===== src/rtl/alu_result_fifo.sv =====
// Result FIFO for ALU outputs: stores each 32-bit result with its four flags,
// and accumulates sticky carry/overflow across pushes until cleared.
module alu_result_fifo #(
    parameter int unsigned DEPTH = 4,
    parameter int unsigned AW    = 2
) (
    input  logic          clk,
    input  logic          rst_n,
    input  logic          in_valid,
    output logic          in_ready,
    input  logic [31:0]   in_r,
    input  logic          in_zero,
    input  logic          in_carry,
    input  logic          in_negative,
    input  logic          in_overflow,
    output logic          out_valid,
    input  logic          out_ready,
    output logic [31:0]   out_r,
    output logic          out_zero,
    output logic          out_carry,
    output logic          out_negative,
    output logic          out_overflow,
    output logic [AW:0]   count,
    output logic          sticky_carry,
    output logic          sticky_overflow,
    input  logic          clr_sticky
);

    localparam logic [AW:0] FullCount = (AW + 1)'(DEPTH);

    logic [35:0]   mem_q [DEPTH];
    logic [AW-1:0] wr_ptr_q, wr_ptr_d;
    logic [AW-1:0] rd_ptr_q, rd_ptr_d;
    logic [AW:0]   count_q, count_d;
    logic          sticky_carry_q, sticky_carry_d;
    logic          sticky_overflow_q, sticky_overflow_d;
    logic          push, pop;
    logic [35:0]   head;

    assign in_ready  = (count_q != FullCount);
    assign out_valid = (count_q != '0);
    assign push      = in_valid && in_ready;
    assign pop       = out_valid && out_ready;

    always_comb begin
        wr_ptr_d          = wr_ptr_q;
        rd_ptr_d          = rd_ptr_q;
        count_d           = count_q;
        sticky_carry_d    = sticky_carry_q;
        sticky_overflow_d = sticky_overflow_q;

        if (push) begin
            wr_ptr_d = wr_ptr_q + 1'b1;
        end
        if (pop) begin
            rd_ptr_d = rd_ptr_q + 1'b1;
        end
        if (push && !pop) begin
            count_d = count_q + 1'b1;
        end else if (pop && !push) begin
            count_d = count_q - 1'b1;
        end

        // Clear first so a qualifying push in the same cycle wins.
        if (clr_sticky) begin
            sticky_carry_d    = 1'b0;
            sticky_overflow_d = 1'b0;
        end
        if (push && in_carry) begin
            sticky_carry_d = 1'b1;
        end
        if (push && in_overflow) begin
            sticky_overflow_d = 1'b1;
        end
    end

    always_ff @(posedge clk) begin
        if (!rst_n) begin
            wr_ptr_q          <= '0;
            rd_ptr_q          <= '0;
            count_q           <= '0;
            sticky_carry_q    <= 1'b0;
            sticky_overflow_q <= 1'b0;
        end else begin
            wr_ptr_q          <= wr_ptr_d;
            rd_ptr_q          <= rd_ptr_d;
            count_q           <= count_d;
            sticky_carry_q    <= sticky_carry_d;
            sticky_overflow_q <= sticky_overflow_d;
        end
    end

    // Storage is not reset; pointers and count alone define what is valid.
    always_ff @(posedge clk) begin
        if (rst_n && push) begin
            mem_q[wr_ptr_q] <= {in_overflow, in_negative, in_carry, in_zero, in_r};
        end
    end

    assign head            = mem_q[rd_ptr_q];
    assign out_r           = head[31:0];
    assign out_zero        = head[32];
    assign out_carry       = head[33];
    assign out_negative    = head[34];
    assign out_overflow    = head[35];
    assign count           = count_q;
    assign sticky_carry    = sticky_carry_q;
    assign sticky_overflow = sticky_overflow_q;

endmodule


===== config.mk =====
export PLATFORM = sky130hd
export DESIGN_NAME = alu_result_fifo
export DESIGN_NICKNAME = d
export VERILOG_FILES = /design/src/rtl/alu_result_fifo.sv
export SDC_FILE = /design/constraint.sdc
export NUM_CORES = 1
export LEC_CHECK = 0
export ABC_AREA = 1
export BUFFER_PORTS_ARGS = -buffer_cell sky130_fd_sc_hd__buf_2
export CORE_AREA = 3 3 104 106
export DETAILED_ROUTE_END_ITERATION = 8
export DIE_AREA = 0 0 107 109
export HOLD_SLACK_MARGIN = 0.05
export PLACE_DENSITY = 0.8
export SLEW_MARGIN = 25
export SYNTH_ARGS = -nofsm -noshare
export SYNTH_HDL_FRONTEND = slang
export SYNTH_SLANG_ARGS = --single-unit

===== constraint.sdc =====
create_clock -name clk -period 5.2 [get_ports clk]
set_input_delay 0.52 -clock clk [delete_from_list [all_inputs] [get_ports clk]]
set_output_delay 0.52 -clock clk [all_outputs]
set_load 0.02 [all_outputs]

==> impl_results.rst, run 1 <==
.. list-table::
   :header-rows: 1

   * - Metric
     - Value
   * - Clock tree from TritonCTS
     - yes
   * - Count of buffers from port buffering
     - 83
   * - Synthesized-area fraction occupied by xor and xnor cells
     - 0.00148
   * - Number of setup violations in the final report
     - 0
   * - Transition time at the pin with the least slew margin
     - 588 ps
   * - Area occupied by multi-input gates
     - 0.00118 mm^2
   * - Gr usage total
     - 0.215
   * - Via count of the first global-routing pass
     - 3792
   * - Depth of the CTS H-tree
     - 4
   * - Path class of the lowest-slack min-delay path
     - input pin to register
   * - Post-synthesis cell type with the largest combined area
     - edfxtp_1
   * - Critical path required time
     - 4680 ps
   * - Total number of clock tree sinks
     - 155
   * - Total vias in the final route
     - 3664
   * - Net count, final
     - 560
   * - Worst Setup Start Kind
     - register
   * - Die height
     - 109 um
   * - Global-route wire length before repair
     - 18.5 mm
   * - Initial antenna violation count
     - 0
   * - Met1 demand-to-capacity share in global routing
     - 0.267
   * - # hold bufs at CTS
     - 0
   * - Met2 track demand over resource in global routing
     - 0.345
   * - Initial Utilization
     - 0.600
   * - 1st-iter DRT viols
     - 358
   * - CTS root buf
     - clkbuf_8
   * - Worst endpoint data arrival time
     - 2590 ps
   * - Post-Route Setup TNS
     - 0 ps
   * - Result of the run
     - finished, final reports clean
   * - Pin count of the biggest net entering global routing
     - 73
   * - Yosys warning total
     - 0
   * - Shortest period the worst path allows
     - 3110 ps
   * - Mux contribution to synthesized area
     - 0
   * - Cell leakage power
     - 2.54 nW
   * - Area of the placeable core
     - 0.00986 mm^2
   * - DR WL/cell
     - 17.9 um
   * - Adder-cell area share of the yosys netlist
     - 0.0139
   * - Dominant combinational cell family by area after synthesis
     - compound AO/OA/AOI/OAI gates
   * - Synthesis-to-layout area growth
     - 18.4%
   * - Worst-case clock skew
     - 8.68 ps
   * - Die X
     - 107 um
   * - Peak VDD IR
     - 0.297 mV
   * - GRT busiest layer
     - met2
   * - Worst rel slew slack
     - 0.608
   * - Number of DRC violations after detailed routing
     - 0
   * - Sum of routed wire length over all layers
     - 11.8 mm
   * - Synth top area share
     - 0.730
   * - Residual antenna-violating net count after detailed routing
     - 0
   * - Register bit total from synthesis
     - 155
   * - Post-detail-place hpwl
     - 6.54 mm
   * - TritonCTS buffer count
     - 17
   * - Max-Cap Viols
     - 0
   * - Final Power
     - 3.56 mW
   * - Share of the synthesized area in compound gates (AO/OA/AOI/OAI)
     - 0.102
   * - Clock buffer depth
     - 2
   * - Crit Path Class
     - register to output port
   * - Sequential area share after synthesis
     - 0.767
   * - Kind of end point of the critical path
     - output port
   * - Setup repair after global routing missed its margin
     - no
   * - Top area cells in the synthesized netlist
     - edfxtp_1 (73%), nor2_1 (5.4%), o22ai_1 (3.8%), dfxtp_1 (3.7%), o21ai_0 (3.3%)
   * - Simple-gate area share of the yosys netlist
     - 0.0765
   * - Core occupancy in the finished layout
     - 0.711
   * - Power density of the placed cells
     - 507 mW/mm^2
   * - Resize count post-CTS
     - 0
   * - Buffers inserted by post-CTS timing repair
     - 0
   * - Mean instance size in the synthesized netlist
     - 13.9 um^2
   * - Max Slew Vio Count
     - 0
   * - Post-synthesis net count
     - 474
   * - Inserted Diodes
     - 0
   * - Ratio of routed vias to standard cells
     - 5.56
   * - Number of top-level pins
     - 84
   * - Area of the die
     - 0.0117 mm^2
   * - Met3 usage
     - 0.0604
   * - Layout fillers
     - 633
   * - Synth cell types
     - 23
   * - Clock-pin slew of the registers on the worst-case setup and hold paths
     - 60 ps
   * - Maximum operating frequency
     - 321 MHz
   * - Register area
     - 0.00455 mm^2
   * - Later-pin clock latency in the skew report
     - 520 ps
   * - GR Overflow Total
     - 0
   * - Crit share post-route
     - 0.598
   * - Standard-cell rows
     - 36
   * - Final-report hold violation count
     - 0
   * - Routability congestion estimate from global placement
     - 0.755
   * - Combined area of all synthesized cells
     - 0.00592 mm^2
   * - Fraction of layout cells with a size suffix above 1
     - 0.251
   * - Post-Synthesis Cells
     - 427
   * - First drt pass iteration count
     - 4
   * - CP Max Fanout
     - 72
==> flip-flops by register name (all words and copies together), names as in the netlist, named ones only <==
signal,flops
count,3
mem_q,144
rd_ptr_q,2
sticky_carry,1
sticky_overflow,1
wr_ptr_q,2
==> worst paths after layout <==
path                            depth (start not counted)           end         start  slack, ps
worst max-delay path                                    5     out_r[23]      register       2090
worst min-delay path                                    1   mem_q[2][8]       in_r[8]        210
worst max register to register                          7  mem_q[0][17]      count[0]       3120
worst min register to register                          2  sticky_carry  sticky_carry        470
==> worst max-delay path, cell delays in order, from the launching register on <==
cell	delay (ps)
dfxtp_2	690
buf_4	490
inv_6	290
o21ai_1	240
o22ai_1	160
buf_2	190
==> cell type report <==
class / instances / share of cell area
Clock buffer: 18 / 0.0596
Clock inverter: 14 / 0.0243
Inverter: 18 / 0.0105
Multi-Input combinational cell: 232 / 0.168
Sequential cell: 155 / 0.648
Tap cell: 133 / 0.0237
Timing Repair Buffer: 89 / 0.0656
==> placed cells by master, fill, tap and decap left out, drive strengths merged <==
cell type,instances
edfxtp,144
buf,89
nor2,87
o21ai,73
o22ai,36
inv,20
nand2,19
clkbuf,18
dfxtp,11
nand3,6
clkinv,6
ha,5
a21oi,3
clkinvlp,3
bufinv,3
xor2,1
nand3b,1
fa,1
==> kinds of logic (layout without fill, tap and decap cells) <==
| logic type | Yosys count | after routing |
|---|---|---|
| buffers and inverters | 40 | 139 |
| AOI/OAI and AO/OA | 112 | 112 |
| and+or+nand+nor | 113 | 113 |
| DFF | 155 | 155 |
| xor gates and xnor gates | 1 | 1 |
| adders and majority gates | 6 | 6 |
==> cells in the mapped netlist <==
library cell	n
edfxtp_1	144
nor2_1	85
o21ai_0	39
o22ai_1	36
o21ai_1	34
nand2_1	16
inv_1	15
dfxtp_1	11
buf_4	10
buf_2	9
nand3_1	6
ha_1	5
a21oi_1	3
buf_6	3
nand2_2	3
clkinv_2	1
fa_1	1
inv_2	1
inv_6	1
nand3b_1	1
nor2_2	1
nor2_4	1
xor2_1	1
==> routing by layer <==
metal / wire [um] / part of all wire
met5: 0 / 0
met4: 244 / 0.021
met3: 811 / 0.069
met2: 5940 / 0.50
met1: 4780 / 0.41
==> stage by stage <==
stage / cells / setup slack [ps] / instance area [um^2] / hold WS (ps)
4_1_cts: 659 / 2060 / 7010 / 181
2_1_floorplan: 427 / 2230 / 5920 / 467
3_5_place_dp: 627 / 2680 / 6430 / 463
5_1_grt: 659 / 1880 / 7010 / 186
6_report: 659 / 2090 / 7010 / 212
3_3_place_gp: 627 / 2740 / 6430 / 453
==> power breakdown <==
part           total [mW]  leakage [nW]  internal [mW]  switching, mW
Combinational       0.837         0.859          0.254          0.583
Clock                1.21         0.280          0.733          0.473
Sequential           1.51          1.40           1.45         0.0589
Note: power is estimated with default switching activity, not from simulation.
==> run 2, diff against run 1 <==
--- a/config.mk
+++ b/config.mk
@@ -5,13 +5,13 @@
 export SDC_FILE = /design/constraint.sdc
 export NUM_CORES = 1
 export LEC_CHECK = 0
-export ABC_AREA = 1
+export ABC_AREA = 0
 export BUFFER_PORTS_ARGS = -buffer_cell sky130_fd_sc_hd__buf_2
-export CORE_AREA = 3 3 104 106
+export CORE_AREA = 3 3 106 108
 export DETAILED_ROUTE_END_ITERATION = 8
-export DIE_AREA = 0 0 107 109
+export DIE_AREA = 0 0 109 111
 export HOLD_SLACK_MARGIN = 0.05
-export PLACE_DENSITY = 0.8
+export PLACE_DENSITY = 0.76
 export SLEW_MARGIN = 25
 export SYNTH_ARGS = -nofsm -noshare
 export SYNTH_HDL_FRONTEND = slang
==> constraint.sdc (replaced) <==
create_clock -name clk -period 2.87 [get_ports clk]
set_input_delay 0.287 -clock clk [delete_from_list [all_inputs] [get_ports clk]]
set_output_delay 0.287 -clock clk [all_outputs]
set_load 0.02 [all_outputs]
==> impl_results.rst, run 2 <==
.. list-table::
   :header-rows: 1

   * - Metric
     - Value
   * - Result of the run
     - finished, final reports clean (unchanged)
   * - Transition time at the pin with the least slew margin
     - 623 ps (was 588 ps)
   * - Synthesized-area fraction occupied by xor and xnor cells
     - 0.00610 (was 0.00148)
   * - Peak VDD IR
     - 0.592 mV (was 0.297 mV)
   * - Most used standard cells in the synthesized netlist
     - edfxtp_1 (144), mux4_2 (36), dfxtp_1 (11), ha_1 (5), nand2_1 (5) (was edfxtp_1 (144), nor2_1 (85), o21ai_0 (39), o22ai_1 (36), o21ai_1 (34))
   * - CP Max Fanout
     - 23 (was 72)
   * - Register ranked first by flip-flop count
     - mem_q (unchanged)
   * - Gr usage total
     - 0.187 (was 0.215)
   * - Worst-case clock skew
     - 9.35 ps (was 8.68 ps)
   * - Setup repair after global routing missed its margin
     - no (unchanged)
   * - Die height
     - 111 um (was 109 um)
   * - Global-route wire length before repair
     - 16.5 mm (was 18.5 mm)
   * - Max Slew Vio Count
     - 0 (unchanged)
   * - Worst endpoint data arrival time
     - 2060 ps (was 2590 ps)
   * - Clock buffer depth
     - 2 (unchanged)
   * - Combined area of all synthesized cells
     - 0.00575 mm^2 (was 0.00592 mm^2)
   * - First drt pass iteration count
     - 4 (unchanged)
   * - Total vias in the final route
     - 2871 (was 3664)
   * - Most frequent cells in the layout
     - edfxtp_1 (144), buf_2 (83), mux4_2 (36), dlygate4sd3_1 (36), clkbuf_16 (16) (was edfxtp_1 (144), buf_2 (83), nor2_1 (81))
   * - Clock-pin slew of the registers on the worst-case setup and hold paths
     - 60 ps (about the same)
   * - Source of the worst hold timing path
     - clr_sticky (was in_r[8])
   * - Simple-gate area share of the yosys netlist
     - 0.0213 (was 0.0765)
   * - Register-to-register path setup slack
     - 580 ps (was 3120 ps)
   * - Top area cells in the synthesized netlist
     - edfxtp_1 (75%), mux4_2 (14%), dfxtp_1 (3.8%), ha_1 (1.1%), mux2i_1 (0.52%) (was edfxtp_1 (73%), nor2_1 (5.4%), o22ai_1 (3.8%), dfxtp_1 (3.7%), o21ai_0 (3.3%))
   * - Residual antenna-violating net count after detailed routing
     - 0 (unchanged)
   * - Mux contribution to synthesized area
     - 0.146 (was 0)
   * - 1st-iter DRT viols
     - 193 (was 358)
   * - Synth top area share
     - 0.752 (was 0.730)
   * - Crit Path Class
     - register to output port (unchanged)
   * - Top sig layer
     - met4 (unchanged)
   * - Amount of wire on met2 after detailed routing
     - 5.21 mm (was 5.94 mm)
   * - Area of the placeable core
     - 0.0103 mm^2 (was 0.00986 mm^2)
   * - Adder-cell area share of the yosys netlist
     - 0.0144 (was 0.0139)
   * - GR Overflow Total
     - 0 (unchanged)
   * - Depth of the CTS H-tree
     - 4 (unchanged)
   * - Mean instance size in the synthesized netlist
     - 23.6 um^2 (was 13.9 um^2)
   * - Sum of routed wire length over all layers
     - 10.3 mm (was 11.8 mm)
   * - Register bit total from synthesis
     - 155 (unchanged)
   * - Post-Route Setup TNS
     - 0 ps (unchanged)
   * - Total met3 wirelength after detailed routing
     - 561 um (was 811 um)
   * - EDFF count, synth
     - 144 (unchanged)
   * - Routability congestion estimate from global placement
     - 0.681 (was 0.755)
   * - Flip-flop count of the largest register after layout
     - 144 (unchanged)
   * - Sequential area share after synthesis
     - 0.791 (was 0.767)
   * - Max-Cap Viols
     - 0 (unchanged)
   * - TritonCTS buffer count
     - 17 (unchanged)
   * - CTS root buf
     - clkbuf_8 (unchanged)
   * - Core occupancy in the finished layout
     - 0.706 (was 0.711)
   * - Async SR Flop Fraction
     - 0 (unchanged)
   * - Initial Utilization
     - 0.557 (was 0.600)
   * - Ratio of routed vias to standard cells
     - 5.41 (was 5.56)
   * - Number of DRC violations after detailed routing
     - 0 (unchanged)
   * - Library cell with the highest instance count after synthesis
     - edfxtp_1 (unchanged)
   * - Cell leakage power
     - 2.56 nW (was 2.54 nW)
   * - Pin count of the biggest net entering global routing
     - 24 (was 73)
   * - Synth cell types
     - 29 (was 23)
   * - Worst rel slew slack
     - 0.585 (was 0.608)
   * - Kind of end point of the critical path
     - output port (unchanged)
   * - Final Power
     - 6.32 mW (was 3.56 mW)
   * - Area of the die
     - 0.0121 mm^2 (was 0.0117 mm^2)
   * - Synthesis-to-layout area growth
     - 26.9% (was 18.4%)
   * - Final setup margin
     - 525 ps (was 2090 ps)
   * - DR WL/cell
     - 19.3 um (was 17.9 um)
   * - Standard-cell rows
     - 37 (was 36)
   * - Final-report hold violation count
     - 0 (unchanged)
   * - Shortest period the worst path allows
     - 2350 ps
   * - Post-Route Hold Slack
     - 117 ps (was 212 ps)
   * - Commonest register cell after synthesis
     - edfxtp_1 (unchanged)
   * - Post-detail-place hpwl
     - 6.05 mm (was 6.54 mm)
   * - Clock tree from TritonCTS
     - yes (unchanged)
   * - Die X
     - 109 um (was 107 um)
   * - Via count of the first global-routing pass
     - 3039 (was 3792)
   * - Inserted Diodes
     - 0 (unchanged)
   * - Most common cell after layout, fill and taps aside
     - edfxtp_1 (unchanged)
   * - Power density of the placed cells
     - 867 mW/mm^2 (was 507 mW/mm^2)
   * - Crit share post-route
     - 0.817
   * - Share of the synthesized area in compound gates (AO/OA/AOI/OAI)
     - 0.00827 (was 0.102)
   * - Pre-CTS setup slack
     - 571 ps (was 2680 ps)
   * - Critical path required time
     - 2580 ps (was 4680 ps)
   * - Count of buffers from port buffering
     - 83 (unchanged)
   * - Post-synthesis cell type with the largest combined area
     - edfxtp_1 (unchanged)
   * - Worst Setup Start Kind
     - register (unchanged)
   * - Number of setup violations in the final report
     - 0 (unchanged)
   * - Fraction of layout cells with a size suffix above 1
     - 0.433 (was 0.251)
   * - Wire length on met1
     - 4.34 mm (was 4.78 mm)
   * - Later-pin clock latency in the skew report
     - 510 ps (was 520 ps)
   * - Net count, final
     - 429 (was 560)
   * - Total number of clock tree sinks
     - 155 (unchanged)
   * - Yosys warning total
     - 0 (unchanged)
   * - Post-Synthesis Cells
     - 244 (was 427)
   * - Initial antenna violation count
     - 0 (unchanged)
   * - Post-synthesis net count
     - 291 (was 474)
   * - Number of top-level pins
     - 84 (unchanged)
   * - Dominant combinational cell family by area after synthesis
     - multiplexers (was compound AO/OA/AOI/OAI gates)
   * - Layout fillers
     - 664 (was 633)
   * - Maximum operating frequency
     - 426 MHz
   * - Path class of the lowest-slack min-delay path
     - input pin to register (unchanged)
   * - Startpoint of the worst-slack reg-to-reg timing path
     - count[0] (unchanged)
## run 2: changes by cell type in the layout (fill, tap and decap cells not counted), sizes merged, moves of 4 or more
cell,before,now
and2,0,5
and3,0,4
buf,89,94
dlygate4sd3,0,36
inv,20,9
mux4,0,36
nand2,19,5
nand3,6,0
nor2,87,1
o21ai,73,1
o22ai,36,0
## run 2: stage by stage
step / area (um^2) / std cells
2_1_floorplan: 5750 / 244
3_3_place_gp: 6350 / 463
3_5_place_dp: 6350 / 463
4_1_cts: 7290 / 531
5_1_grt: 7290 / 531
6_report: 7290 / 531
## run 2: timing repair
action	4_1_cts	5_1_grt
hold endpoints to repair	144	0
hold buffers	36	0
gates resized for setup	0	0
setup buffers	0	0
## run 2: path summary, 6_finish.rpt
check,depth (start not counted),endpoint
max,3,out_r[26]
min,3,sticky_carry
max reg2reg,8,count[2]
min reg2reg,1,sticky_overflow
## run 2: layout make-up
cell class,count,area (um^2),share of cell area
Clock buffer,18,418,0.0573
Timing Repair Buffer,130,858,0.118
Clock inverter,14,160,0.0220
Multi-Input combinational cell,75,1130,0.155
Inverter,3,11.3,0.00154
Tap cell,136,170,0.0233
Sequential cell,155,4550,0.623
## run 2: report_power, final
group | switching [mW] | internal, mW | total [mW]
logic | 0.786 | 0.660 | 1.45
registers | 0.0997 | 2.64 | 2.74
clock network | 0.877 | 1.26 | 2.14
## run 2: cell families after synthesis
family | Yosys count
DFF | 155
muxes | 39
adders and majority gates | 6
buffers and inverters | 14
AOI/OAI and AO/OA | 6
and+or+nand+nor | 20
xor gates and xnor gates | 4
## run 2: routing by layer
metal  track usage  vias to the layer above
met5             0                        -
met4        0.0564                        0
met3        0.0518                       11
met2         0.296                       95
met1         0.255                     1470
li1              -                     1295
## run 2: critical path, stage by stage, from the launching register on
cell	delay [ps]
dfxtp_2	730
buf_4	300
mux4_2	320
buf_2	180
==> run 3, diff against run 2 <==
==> constraint.sdc (replaced) <==
create_clock -name clk -period 2.2 [get_ports clk]
set_input_delay 0.22 -clock clk [delete_from_list [all_inputs] [get_ports clk]]
set_output_delay 0.22 -clock clk [all_outputs]
set_load 0.02 [all_outputs]
==> impl_results.rst, run 3 (synthesized netlist as in run 2, its figures left out) <==
.. list-table::
   :header-rows: 1

   * - Metric
     - Value
   * - Result of the run
     - finished, final reports clean (unchanged)
   * - Number of DRC violations after detailed routing
     - 0 (unchanged)
   * - Cell leakage power
     - 2.56 nW (about the same)
   * - Worst Setup Start Kind
     - register (unchanged)
   * - Final-report hold violation count
     - 0 (unchanged)
   * - Sum of routed wire length over all layers
     - 10.1 mm (was 10.3 mm)
   * - Clock buffer depth
     - 2 (unchanged)
   * - Global-route wire length before repair
     - 16.0 mm (was 16.5 mm)
   * - Post-Route Setup TNS
     - 0 ps (unchanged)
   * - Clock tree from TritonCTS
     - yes (unchanged)
   * - Final setup margin
     - 105 ps (was 525 ps)
   * - Most frequent cells in the layout
     - edfxtp_1 (144), buf_2 (83), dlygate4sd3_1 (37) (was edfxtp_1 (144), buf_2 (83), mux4_2 (36), dlygate4sd3_1 (36), clkbuf_16 (16))
   * - Worst-case clock skew
     - 9.25 ps (was 9.35 ps)
   * - CTS root buf
     - clkbuf_8 (unchanged)
   * - Die height
     - 111 um (unchanged)
   * - List of cells traversed by the critical path
     - or3b_4, and2_4, ha_4, inv_1, fa_2, xor2_1, or3_2, a21boi_1 (was buf_4, mux4_2, buf_2)
   * - Wire length on met1
     - 4.34 mm (about the same)
   * - Max Slew Vio Count
     - 0 (unchanged)
   * - Peak VDD IR
     - 0.695 mV (was 0.592 mV)
   * - Worst endpoint data arrival time
     - 2540 ps (was 2060 ps)
   * - Kind of end point of the critical path
     - register (was output port)
   * - DR WL/cell
     - 19.0 um (was 19.3 um)
   * - Residual antenna-violating net count after detailed routing
     - 0 (unchanged)
   * - Clock-pin slew of the registers on the worst-case setup and hold paths
     - 60 ps (about the same)
   * - Number of placed instances with taps included
     - 459 (was 463)
   * - Post-detail-place hpwl
     - 5.85 mm (was 6.05 mm)
   * - Critical path required time
     - 2640 ps (was 2580 ps)
   * - CP Max Fanout
     - 8 (was 23)
   * - Ratio of routed vias to standard cells
     - 5.41 (unchanged)
   * - Transition time at the pin with the least slew margin
     - 940 ps (was 623 ps)
   * - Worst rel slew slack
     - 0.373 (was 0.585)
   * - Pin count of the biggest net entering global routing
     - 37 (was 24)
   * - Source of the worst hold timing path
     - rst_n (was clr_sticky)
   * - Count of buffer and inverter cells on the critical path
     - 1 (was 2)
   * - Total vias in the final route
     - 2871 (unchanged)
   * - Initial antenna violation count
     - 0 (unchanged)
   * - Amount of wire on met2 after detailed routing
     - 5.16 mm (was 5.21 mm)
   * - Startpoint of the worst-slack reg-to-reg timing path
     - count[2] (was count[0])
   * - Filler-free cell count of the finished design
     - 531 (unchanged)
   * - Total number of clock tree sinks
     - 155 (unchanged)
   * - Standard-cell rows
     - 37 (unchanged)
   * - Total met3 wirelength after detailed routing
     - 516 um (was 561 um)
   * - Routability congestion estimate from global placement
     - 0.693 (was 0.681)
   * - Power density of the placed cells
     - 1120 mW/mm^2 (was 867 mW/mm^2)
   * - Top sig layer
     - met4 (unchanged)
   * - Number of setup violations in the final report
     - 0 (unchanged)
   * - Fraction of layout cells with a size suffix above 1
     - 0.448 (was 0.433)
   * - Delay of the slowest critical-path stage
     - 400 ps (was 730 ps)
   * - Shortest period the worst path allows
     - 2100 ps
   * - Crit share post-route
     - 0.952
   * - Post-Route Hold Slack
     - 92.8 ps (was 117 ps)
   * - Die X
     - 109 um (unchanged)
   * - Area of the die
     - 0.0121 mm^2 (unchanged)
   * - Crit Path Class
     - register to register (was register to output port)
   * - Depth of the CTS H-tree
     - 4 (unchanged)
   * - Register ranked first by flip-flop count
     - mem_q (unchanged)
   * - Via count of the first global-routing pass
     - 3003 (was 3039)
   * - CP max-delay cell
     - or3_2 (was dfxtp_2)
   * - Later-pin clock latency in the skew report
     - 510 ps (about the same)
   * - Flip-flop count of the largest register after layout
     - 144 (unchanged)
   * - Synthesis-to-layout area growth
     - 27.6% (was 26.9%)
   * - Path class of the lowest-slack min-delay path
     - input pin to register (unchanged)
   * - 1st-iter DRT viols
     - 169 (was 193)
   * - First drt pass iteration count
     - 4 (unchanged)
   * - GR Overflow Total
     - 0 (unchanged)
   * - TritonCTS buffer count
     - 17 (unchanged)
   * - Pre-CTS setup slack
     - 31.9 ps (was 571 ps)
   * - Net count, final
     - 429 (unchanged)
   * - Critical Path Start
     - count[2]
   * - Most common cell after layout, fill and taps aside
     - edfxtp_1 (unchanged)
   * - Gr usage total
     - 0.181 (was 0.187)
   * - Maximum operating frequency
     - 477 MHz
   * - Number of top-level pins
     - 84 (unchanged)
   * - Area of the placeable core
     - 0.0103 mm^2 (unchanged)
   * - Final Power
     - 8.22 mW (was 6.32 mW)
   * - Category of cells accounting for the largest share of critical-path delay
     - simple AND/OR/NAND/NOR gates (was flip-flops)
   * - Max-Cap Viols
     - 0 (unchanged)
   * - Count of buffers from port buffering
     - 83 (unchanged)
   * - Setup repair after global routing missed its margin
     - no (unchanged)
   * - Initial Utilization
     - 0.557 (unchanged)
   * - Inserted Diodes
     - 0 (unchanged)
## run 3: cell count changes in the layout (fill, tap and decap cells not counted), sizes merged
| cell | previous run | this run |
|---|---|---|
| buf | 94 | 93 |
| inv | 9 | 12 |
| dlygate4sd3 | 36 | 37 |
| bufinv | 2 | 0 |
| clkinvlp | 2 | 1 |
| clkinv | 4 | 5 |
| clkbuf | 18 | 17 |
## run 3: power breakdown
| group | internal (mW) | switching, mW |
|---|---|---|
| registers | 3.45 | 0.119 |
| logic | 0.943 | 1.06 |
| clock network | 1.43 | 1.21 |
| total | 5.83 | 2.39 |
## run 3: path summary, 6_finish.rpt
kind         slack [ps]  depth (start not counted)               to
max                 100                          8         count[2]
min reg2reg         490                          1  sticky_overflow
min                  90                          3      wr_ptr_q[1]
max reg2reg         100                          8         count[2]
## run 3: cell type report
class	instances	area, um^2
clock buffers	17	414
multi-input cells	75	1160
flip-flops and latches	155	4560
well taps	136	170
repair buffers	130	890
fillers	635	2990
clock inverters	15	131
inverters	3	11.3
## run 3: through the flow
stage | cell area (um^2) | utilization
floorplan | 5780 | -
global placement | 6380 | 0.618
global route | 7330 | 0.710
finish | 7330 | 0.710
detailed placement | 6380 | 0.618
CTS | 7300 | 0.707
## run 3: per-layer routing
layer  vias up  track usage
met4         0       0.0505
li1       1296            -
met3        10       0.0524
met5         -            0
met1      1471        0.252
met2        94        0.283
## run 3: worst min-delay path, delay by kind of cell
kind                   cells  cell delay (ps)
buffers and inverters      1              190
AND/OR/NAND/NOR            1               90
multiplexers               1               50
## run 3: what timing repair did
| action | in CTS | in global routing |
|---|---|---|
| endpoints found under the hold margin | 146 | 0 |
| hold buffers | 37 | 0 |
| pin swaps | 0 | 1 |
| gates resized for setup | 1 | 2 |
| endpoints found under the setup margin | 3 | 1 |
| setup buffers | 0 | 3 |
